**src/rtl/data_mem_port.sv**
```systemverilog
// Load/store engine between the pipeline MEM stage and a RAM2Kx32 data memory.
// Sub-word stores are done as read-modify-write because the RAM has no byte enables.
module data_mem_port #(
  parameter int          ADDR_WIDTH = 11,
  parameter logic [31:0] BASE_ADDR  = 32'h0000_0000
) (
  input  logic                  clk,
  input  logic                  rst_n,
  input  logic                  req_valid,
  output logic                  req_ready,
  input  logic                  req_we,
  input  logic [1:0]            req_size,
  input  logic                  req_unsigned,
  input  logic [31:0]           req_addr,
  input  logic [31:0]           req_wdata,
  output logic                  resp_valid,
  output logic                  resp_err,
  output logic [31:0]           resp_rdata,
  output logic                  mem_cen,
  output logic                  mem_wen,
  output logic                  mem_oen,
  output logic [ADDR_WIDTH-1:0] mem_a,
  output logic [31:0]           mem_d,
  input  logic [31:0]           mem_q
);

  localparam int TAG_LSB = ADDR_WIDTH + 2;

  typedef enum logic [2:0] {IDLE, ERR, WR, RD, MRG, RSP} state_t;

  state_t                state, next_state;
  logic                  accept, req_bad;
  logic [ADDR_WIDTH+1:0] addr_q;
  logic [31:0]           wdata_q;
  logic [1:0]            size_q;
  logic                  we_q, uns_q;
  logic [31:0]           mem_d_hold;
  logic [4:0]            lane_shift;
  logic [31:0]           shifted, lane_mask, merged, load_val;

  assign accept = req_valid && (state == IDLE);

  always_comb begin
    req_bad = 1'b0;
    if (req_size == 2'b11) req_bad = 1'b1;
    if (req_size == 2'b01 && req_addr[0]) req_bad = 1'b1;
    if (req_size == 2'b10 && req_addr[1:0] != 2'b00) req_bad = 1'b1;
    if (req_addr[31:TAG_LSB] != BASE_ADDR[31:TAG_LSB]) req_bad = 1'b1;
  end

  // Lane position within the word; halfword requests are already aligned so addr[0]=0.
  always_comb begin
    lane_shift = {addr_q[1:0], 3'b000};
    shifted    = mem_q >> lane_shift;
    case (size_q)
      2'b00: begin
        lane_mask = 32'h0000_00FF << lane_shift;
        load_val  = {{24{~uns_q & shifted[7]}}, shifted[7:0]};
      end
      2'b01: begin
        lane_mask = 32'h0000_FFFF << lane_shift;
        load_val  = {{16{~uns_q & shifted[15]}}, shifted[15:0]};
      end
      default: begin
        lane_mask = 32'hFFFF_FFFF;
        load_val  = mem_q;
      end
    endcase
    merged = (mem_q & ~lane_mask) | ((wdata_q << lane_shift) & lane_mask);
  end

  always_ff @(posedge clk or negedge rst_n) begin
    if (!rst_n) state <= IDLE;
    else        state <= next_state;
  end

  always_comb begin
    next_state = state;
    mem_cen    = 1'b1;
    mem_wen    = 1'b1;
    case (state)
      IDLE: begin
        if (req_valid) begin
          if (req_bad)                            next_state = ERR;
          else if (req_we && req_size == 2'b10)   next_state = WR;
          else                                    next_state = RD;
        end
      end
      ERR: next_state = IDLE;
      WR: begin
        mem_cen    = 1'b0;
        mem_wen    = 1'b0;
        next_state = RSP;
      end
      RD: begin
        mem_cen    = 1'b0;
        next_state = MRG;
      end
      MRG: begin
        mem_cen    = ~we_q;
        mem_wen    = ~we_q;
        next_state = RSP;
      end
      RSP: next_state = IDLE;
      default: next_state = IDLE;
    endcase
  end

  // Request capture, write-data hold register and the response data register.
  always_ff @(posedge clk or negedge rst_n) begin
    if (!rst_n) begin
      addr_q     <= '0;
      wdata_q    <= '0;
      size_q     <= '0;
      we_q       <= 1'b0;
      uns_q      <= 1'b0;
      mem_d_hold <= '0;
      resp_rdata <= '0;
    end else begin
      if (accept) begin
        addr_q  <= req_addr[ADDR_WIDTH+1:0];
        wdata_q <= req_wdata;
        size_q  <= req_size;
        we_q    <= req_we;
        uns_q   <= req_unsigned;
        if (req_bad)
          resp_rdata <= '0;
        else if (req_we && req_size == 2'b10)
          mem_d_hold <= req_wdata;
      end
      if (state == WR) resp_rdata <= '0;
      if (state == MRG) begin
        if (we_q) begin
          resp_rdata <= '0;
          mem_d_hold <= merged;
        end else begin
          resp_rdata <= load_val;
        end
      end
    end
  end

  assign req_ready  = (state == IDLE);
  assign resp_valid = (state == RSP) || (state == ERR);
  assign resp_err   = (state == ERR);
  assign mem_oen    = 1'b0;
  assign mem_a      = addr_q[ADDR_WIDTH+1:2];
  assign mem_d      = (state == MRG && we_q) ? merged : mem_d_hold;

endmodule

```
**config.mk**
```make
export PLATFORM = sky130hd
export DESIGN_NAME = data_mem_port
export DESIGN_NICKNAME = d
export VERILOG_FILES = /design/src/rtl/data_mem_port.sv
export SDC_FILE = /design/constraint.sdc
export NUM_CORES = 1
export LEC_CHECK = 0
export ABC_CLOCK_PERIOD_IN_PS = 2000
export CAP_MARGIN = 20
export CORE_UTILIZATION = 45
export CTS_BUF_LIST = sky130_fd_sc_hd__clkbuf_8
export DETAILED_ROUTE_END_ITERATION = 8
export GPL_TIMING_DRIVEN = 0
export HOLD_SLACK_MARGIN = 0.1
export PLACE_DENSITY = 0.79
export SETUP_SLACK_MARGIN = 0.1
export SYNTH_ARGS = -nofsm -noshare
export SYNTH_HDL_FRONTEND = slang
export SYNTH_SLANG_ARGS = --single-unit
```
**constraint.sdc**
```tcl
create_clock -name clk -period 2 [get_ports clk]
set_clock_uncertainty 0.15 [all_clocks]
set_input_delay 0.3 -clock clk [delete_from_list [all_inputs] [get_ports clk]]
set_output_delay 0.3 -clock clk [all_outputs]
set_load 0.02 [all_outputs]
```
==> summary.md, run 1 <==
| Metric | Value |
|---|---|
| Placed cell area | around 0.0088 mm^2 |
| FF+latch count, synth | roughly 120 |
| Worst Tran Pin Value | slightly above 800 ps |
| Largest net degree at the start of global routing | between 70 and 80 |
| CP Capture Type | output port |
| Setup total negative slack | -37,980 ps |
| Via density | ~6.0 |
| Total Die Area | about 0.015 mm^2 |
| YS warnings | 0 |
| Cell Rows | 43 |
| Switching Fraction | roughly a third |
| Largest family of logic cells by synthesized area | compound AO/OA/AOI/OAI gates |
| WS Path Type | reg -> out |
| Grt ovf | 0 |
| Syn Area/Cell | 9.63 um^2 |
| Num CTS Buffers | 17 |
| # clock sinks | roughly 120 |
| Number of fill cells in the layout | between 700 and 800 |
| Logic pwr share | 31.5% |
| Simple-Gate Fraction of Synth Area | approximately 15% |
| Clock power share | 32.8% |
| Register area | slightly below 0.003 mm^2 |
| Required @ worst endpoint | about 1600 ps |
| Hold Path Class | in -> async |
| Nets@finish | about 1,100 |
| I/O pin count | roughly 180 |
| Outcome | finished, violations left |
| Worst skew pair latency | approximately 460 ps |
| Hold slack | ~160 ps |
| Crit path arrival time | ~2200 ps |
| Mapped Nets | roughly 770 |
| Post-Syn Instances | 664 |
| Lkg Pwr | between 5 and 6 nW |
| Core area | 0.0139 mm^2 |
| Final hold violations | 0 |
| Vias post-DR | around 7,000 |
| Mapped Area | 0.00639 mm^2 |
| Initial Utilization | between 40 and 50% |
| CP Launch Type | flip-flop |
| Area of the multi-input gates | around 0.0041 mm^2 |
| Sequential share of power | ~36% |
| F_max | about 380 MHz |
| Final number of setup-violating endpoints | between 100 and 150 |
| H-tree Lvls | 4 |
| Area share of fa/ha/maj cells after synthesis | 0% |
| Initial DRC Count | around 560 |
| Total Routing Usage GR | 37.6% |
| Final Power | approximately 0.0076 W |
| Routed Antenna Nets | 0 |
| Clock Path Buffers | 2 |
| Die Width | about 120 um |
| RePlAce Congestion | 0.938 |
| Die Ht | 121 um |
| Final Cell Area | around 0.011 mm^2 |
| Diode count | 0 |
| WL per Instance | approximately 24 um |
| Max Cap Viol | 0 |
| RSZ-0062 raised after global routing | true |
| Reg clk slew, reported paths | around 70 ps |
| Fin. max-slew vios | 0 |
| Power Density | approximately 660 mW/mm^2 |
| Max FO, Critical Path | 5 |
| I/O Buffers | 182 |
| Post-Synth XOR/XNOR Area | 0% |
| VDD IR max | 542 uV |
| Share of cells above drive strength 1 | roughly 43% |
| Relative slew slack | between 40 and 50% |
| First-pass GRT wire length | about 40,000 um |
| Synth Area in Compound Gates | around 17% |
| Final worst setup slack | -653 ps |
| Internal | about 0.0051 W |
| First-pass DRT Iterations | 8 |
| Final period util | 133% |
| Initial antenna violation count | 1 |
| Post-layout min period | 2650 ps |
| Failing checks | setup timing |
| Dominant cell type by area after synthesis | dfrtp_1 |
| Hpwl dp | between 15,000 and 20,000 um |
| Mux contribution to synthesized area | 16.3% |
| Root buffer cell | clkbuf_8 |
| Distinct cells, synth | between 40 and 50 |
| Yosys top cell area share | 45.4% |
| Vias in the first global route | approximately 7,000 |
| Seq/Total Area, Yosys | a little under half |
| Post-Route WL | 28,200 um |
| Layout area overhead | 79.1% |
| Area contributors post-synth | dfrtp_1, mux2_2, mux2i_1 |
| CTS tree | built |
| Psw | 0.00249 W |
| Detailed-route DRC error count | 0 |
## stage by stage
| step | worst slack, ps | utilization [%] | std cells |
|---|---|---|---|
| 5_1_grt | -714 | 82.5 | 1152 |
| 6_report | -653 | 82.5 | 1152 |
| 2_1_floorplan | -32.3 | - | 664 |
| 3_5_place_dp | -967 | 63.3 | 1027 |
| 4_1_cts | -623 | 77.9 | 1130 |
| 3_3_place_gp | -4410 | 63.1 | 1026 |
## routing by layer
layer / wire length (um) / share of wire [%] / vias up / track usage, %
li1: - / - / 2962 / -
met1: 10800 / 38 / 3460 / 47.3
met2: 13700 / 49 / 432 / 61.8
met3: 2340 / 8.3 / 91 / 7.75
met4: 1320 / 4.7 / 0 / 17.3
met5: 0 / 0 / - / 0
## power by group through the flow
| stage | Sequential, W | Clock (W) | Combinational [W] |
|---|---|---|---|
| 5_1_grt | 0.00272 | 0.00260 | 0.00249 |
| 2_1_floorplan | 0.00262 | 0 | 0.000972 |
| 4_1_cts | 0.00267 | 0.00247 | 0.00207 |
| 3_5_place_dp | 0.00268 | 0 | 0.00160 |
| 6_report | 0.00271 | 0.00248 | 0.00239 |
| 3_3_place_gp | 0.00268 | 0 | 0.00156 |
## cells in the final DEF, fill, tap and decap left out, types with 16 or more instances in the layout
cell type,instances
a21oi_1,32
buf_12,20
buf_4,69
buf_6,64
clkbuf_8,21
clkdlybuf4s50_1,103
dfrtp_1,111
dlygate4sd2_1,24
dlymetal6s2s_1,17
mux2_2,42
mux2i_1,36
nand2_1,53
nor2_1,43
nor2_2,17
nor2b_1,16
nor3_1,19
o21ai_0,18
o22ai_1,20
## registers in the layout, summed over array words and instances (netlist names)
register / flops
size_q: 2
resp_rdata: 32
we_q: 1
state: 3
mem_d_hold: 32
addr_q: 13
uns_q: 1
wdata_q: 32
## path summary, 6_finish.rpt
path                                from        endpoint  slack, ps  depth (start not counted)
max                            addr_q[0]       mem_d[12]       -650                          9
min                                rst_n  mem_d_hold[25]        160                          2
max reg2reg                    addr_q[1]  resp_rdata[28]       -570                         12
min reg2reg                resp_rdata[6]   resp_rdata[6]        330                          1
max in group asynchronous          rst_n        state[1]        790                          3
min in group clk            req_addr[11]      addr_q[11]        300                          2
## critical path, stage by stage, from the launching register on
cell and delay, ps:
dfrtp_1 380, buf_6 140, or2_4 260, a21oi_4 230
buf_4 160, buf_6 100, nor3_2 40, a211oi_4 230
nor2_2 50, buf_4 160
## cell families (layout without fill, tap and decap cells)
kind of cell           Yosys count  count (layout)
AO/OA/AOI/OAI                  168             168
flip-flops                     116             116
AND/OR/NAND/NOR                207             207
multiplexers                    97              97
other                            1               1
buffers and inverters           75             383
## repair_timing
| action | in CTS | in global routing |
|---|---|---|
| pin swaps | 59 | 52 |
| endpoints found under the hold margin | 116 | 0 |
| setup endpoints to repair | 155 | 167 |
| cloned | 13 | 1 |
| hold buffers | 1 | 0 |
| gates resized for setup | 421 | 112 |
| buffers inserted | 59 | 28 |
## layout make-up
class,instances,share of cell area [%]
multi-input cells,473,36.1
repair buffers,280,26.3
flip-flops and latches,116,25.4
plain buffers,58,5.89
clock buffers,19,2.28
well taps,180,1.97
clock inverters,13,1.57
inverters,13,0.470
## cell usage after synthesis (all sizes together)
cell type	n
a211oi	18
a21o	8
a21oi	42
a22o	2
a32oi	8
a41o	1
and2	3
and3	1
and3b	1
and4b	1
buf	41
clkbuf	21
clkinv	2
conb	1
dfrtp	116
inv	11
mux2	46
mux2i	50
mux4	1
nand2	69
nand2b	2
nand3	1
nand3b	1
nand4bb	1
nor2	62
nor2b	21
nor3	28
nor3b	10
nor4	4
o211ai	8
o21ai	36
o22ai	22
o2bb2ai	23
or2	1
or3	1
Note: power is estimated with default switching activity, not from simulation.
==> run 2, diff against run 1 <==
--- a/config.mk
+++ b/config.mk
@@ -7,6 +7,7 @@
 export LEC_CHECK = 0
 export ABC_CLOCK_PERIOD_IN_PS = 2000
 export CAP_MARGIN = 20
+export CORE_ASPECT_RATIO = 1.2
 export CORE_UTILIZATION = 45
 export CTS_BUF_LIST = sky130_fd_sc_hd__clkbuf_8
 export DETAILED_ROUTE_END_ITERATION = 8
==> summary.md, run 2 (synthesis gave the netlist of run 1 again) <==
| Metric | Value |
|---|---|
| Outcome | finished, violations left (unchanged) |
| Failing checks | setup timing (unchanged) |
| Worst skew pair latency | 460 ps (about the same) |
| Worst Tran Pin Value | 577 ps (was 812 ps) |
| Hpwl dp | 16,900 um (was 17,100 um) |
| Vias in the first global route | 7,345 (was 6,921) |
| H-tree Lvls | 4 (unchanged) |
| VDD IR max | 613 uV (was 542 uV) |
| RePlAce Congestion | 0.908 (was 0.938) |
| Final number of setup-violating endpoints | 144 (was 122) |
| Crit path from | addr_q[1] (was addr_q[0]) |
| Power Density | 655 mW/mm^2 (was 662 mW/mm^2) |
| CTS tree | built (unchanged) |
| Final worst setup slack | -720 ps (was -653 ps) |
| First-pass GRT wire length | 41,200 um (was 40,300 um) |
| RSZ-0062 raised after global routing | true (unchanged) |
| Initial Utilization | 46.3% (was 46.1%) |
| Die Width | 111 um (was 121 um) |
| I/O Buffers | 182 (unchanged) |
| Nets@finish | 1,065 (was 1,062) |
| Relative slew slack | 61.6% (was 45.9%) |
| Commonest non-fill, non-tap cell in the layout | dfrtp_1 (unchanged) |
| WS Path Type | reg -> out (unchanged) |
| CP Launch Type | flip-flop (unchanged) |
| Num CTS Buffers | 17 (unchanged) |
| Largest net degree at the start of global routing | 60 (was 77) |
| Total Die Area | 0.0147 mm^2 (about the same) |
| First-pass DRT Iterations | 7 (was 8) |
| Initial DRC Count | 604 (was 563) |
| Via density | 6.24 (was 6.03) |
| Crit path arrival time | 2270 ps (was 2200 ps) |
| Max Cap Viol | 0 (unchanged) |
| FF-to-FF Start | state[2] (was addr_q[1]) |
| Post-Route WL | 29,300 um (was 28,200 um) |
| Diode count | 0 (unchanged) |
| Final hold violations | 0 (unchanged) |
| Placed Cells | 1,018 (was 1,027) |
| Cell Rows | 47 (was 43) |
| Detailed-route DRC error count | 0 (unchanged) |
| Clock Path Buffers | 2 (unchanged) |
| Initial antenna violation count | 0 (was 1) |
| CP Capture Type | output port (unchanged) |
| Core area | 0.0138 mm^2 (was 0.0139 mm^2) |
| Lkg Pwr | 5.54 nW (was 5.20 nW) |
| Required @ worst endpoint | 1550 ps (about the same) |
| Layout area overhead | 84.3% (was 79.1%) |
| WL per Instance | 25.6 um (was 24.5 um) |
| Root buffer cell | clkbuf_8 (unchanged) |
| # clock sinks | 116 (unchanged) |
| Total Routing Usage GR | 37.0% (was 37.6%) |
| Vias post-DR | 7,151 (was 6,945) |
| Reg clk slew, reported paths | 70 ps (about the same) |
| Fin. max-slew vios | 0 (unchanged) |
| Hold Path Class | in -> async (unchanged) |
| Share of cells above drive strength 1 | 44.4% (was 43.1%) |
| Final period util | 136% (was 133%) |
| I/O pin count | 184 (unchanged) |
| Die Ht | 133 um (was 121 um) |
| Post-layout min period | 2720 ps (was 2650 ps) |
| Most frequent cells in the layout | dfrtp_1, clkdlybuf4s50_1, buf_6 (was dfrtp_1, clkdlybuf4s50_1, buf_4) |
| DP Worst Slack | -892 ps (was -967 ps) |
| F_max | 368 MHz (was 377 MHz) |
| Max FO, Critical Path | 5 (unchanged) |
| Grt ovf | 0 (unchanged) |
| Final cell count without fillers | 1,146 (was 1,152) |
| Largest registers | mem_d_hold x32, resp_rdata x32, wdata_q x32 (unchanged) |
| Routed Antenna Nets | 0 (unchanged) |
==> run 2: changes by cell type in the layout (fill, tap and decap cells not counted), sizes merged <==
cell	before	now
bufbuf	0	1
clkdlybuf4s50	103	99
clkinv	6	5
clkbuf	34	36
clkinvlp	1	2
buf	177	179
dlymetal6s2s	17	25
clkdlybuf4s15	1	0
inv	15	14
dlygate4sd2	24	20
==> run 2: through the flow <==
stage                     power [W]  setup TNS (ps)  utilization (%)  hold WS [ps]  cell area [um^2]
final                       0.00772          -45310             85.3           217             11800
after global routing        0.00792          -52550             85.3           260             11800
after CTS                   0.00732          -59980             80.1           244             11100
after detailed placement    0.00429          -62250             63.5           159              8770
after global placement      0.00424         -508160             63.3           326              8750
after floorplan             0.00360            -241                -          -146              6710
==> run 2: final cells by class <==
class / count / area (um^2)
plain buffers: 60 / 693
clock buffers: 20 / 275
clock inverters: 12 / 161
fillers: 653 / 2030
inverters: 13 / 53.8
multi-input cells: 473 / 4350
flip-flops and latches: 116 / 2910
well taps: 171 / 214
repair buffers: 281 / 3130
==> run 2: worst max-delay path, stage by stage (launching register included) <==
cell and delay [ps]:
dfrtp_1 440, buf_6 160, nor2b_1 120, buf_4 140, nor3_4 210, buf_6 230, mux2i_4 310, o21ai_2 80
buf_6 130
==> run 2: layer usage <==
layer	share of wire [%]	vias to the layer above	global-route usage (%)
met5	0	-	0
met3	7.9	168	7.47
met2	50	511	63.0
li1	-	2968	-
met1	35	3504	43.3
met4	7.2	0	21.7
==> run 2: power breakdown <==
| group | total, W | internal [W] | leakage, nW | switching (W) |
|---|---|---|---|---|
| clock network | 0.00246 | 0.00144 | 0.228 | 0.00103 |
| registers | 0.00273 | 0.00250 | 1.45 | 0.000229 |
| logic | 0.00252 | 0.00126 | 3.86 | 0.00127 |
==> run 2: repair_timing <==
| item | CTS | global route |
|---|---|---|
| endpoints found under the hold margin | 57 | 0 |
| cloned | 16 | 1 |
| pin swaps | 65 | 46 |
| buffers inserted | 57 | 32 |
| hold buffers | 1 | 0 |
| setup endpoints to repair | 169 | 176 |
| gates resized for setup | 479 | 150 |
==> run 2: final timing paths <==
kind / to / slack [ps] / depth (start not counted)
max: mem_d[19] / -720 / 8
min: addr_q[8] / 220 / 2
max reg2reg: mem_d_hold[21] / -430 / 12
min reg2reg: resp_rdata[9] / 350 / 1
max in group asynchronous: state[1] / 770 / 3
min in group clk: uns_q / 250 / 3
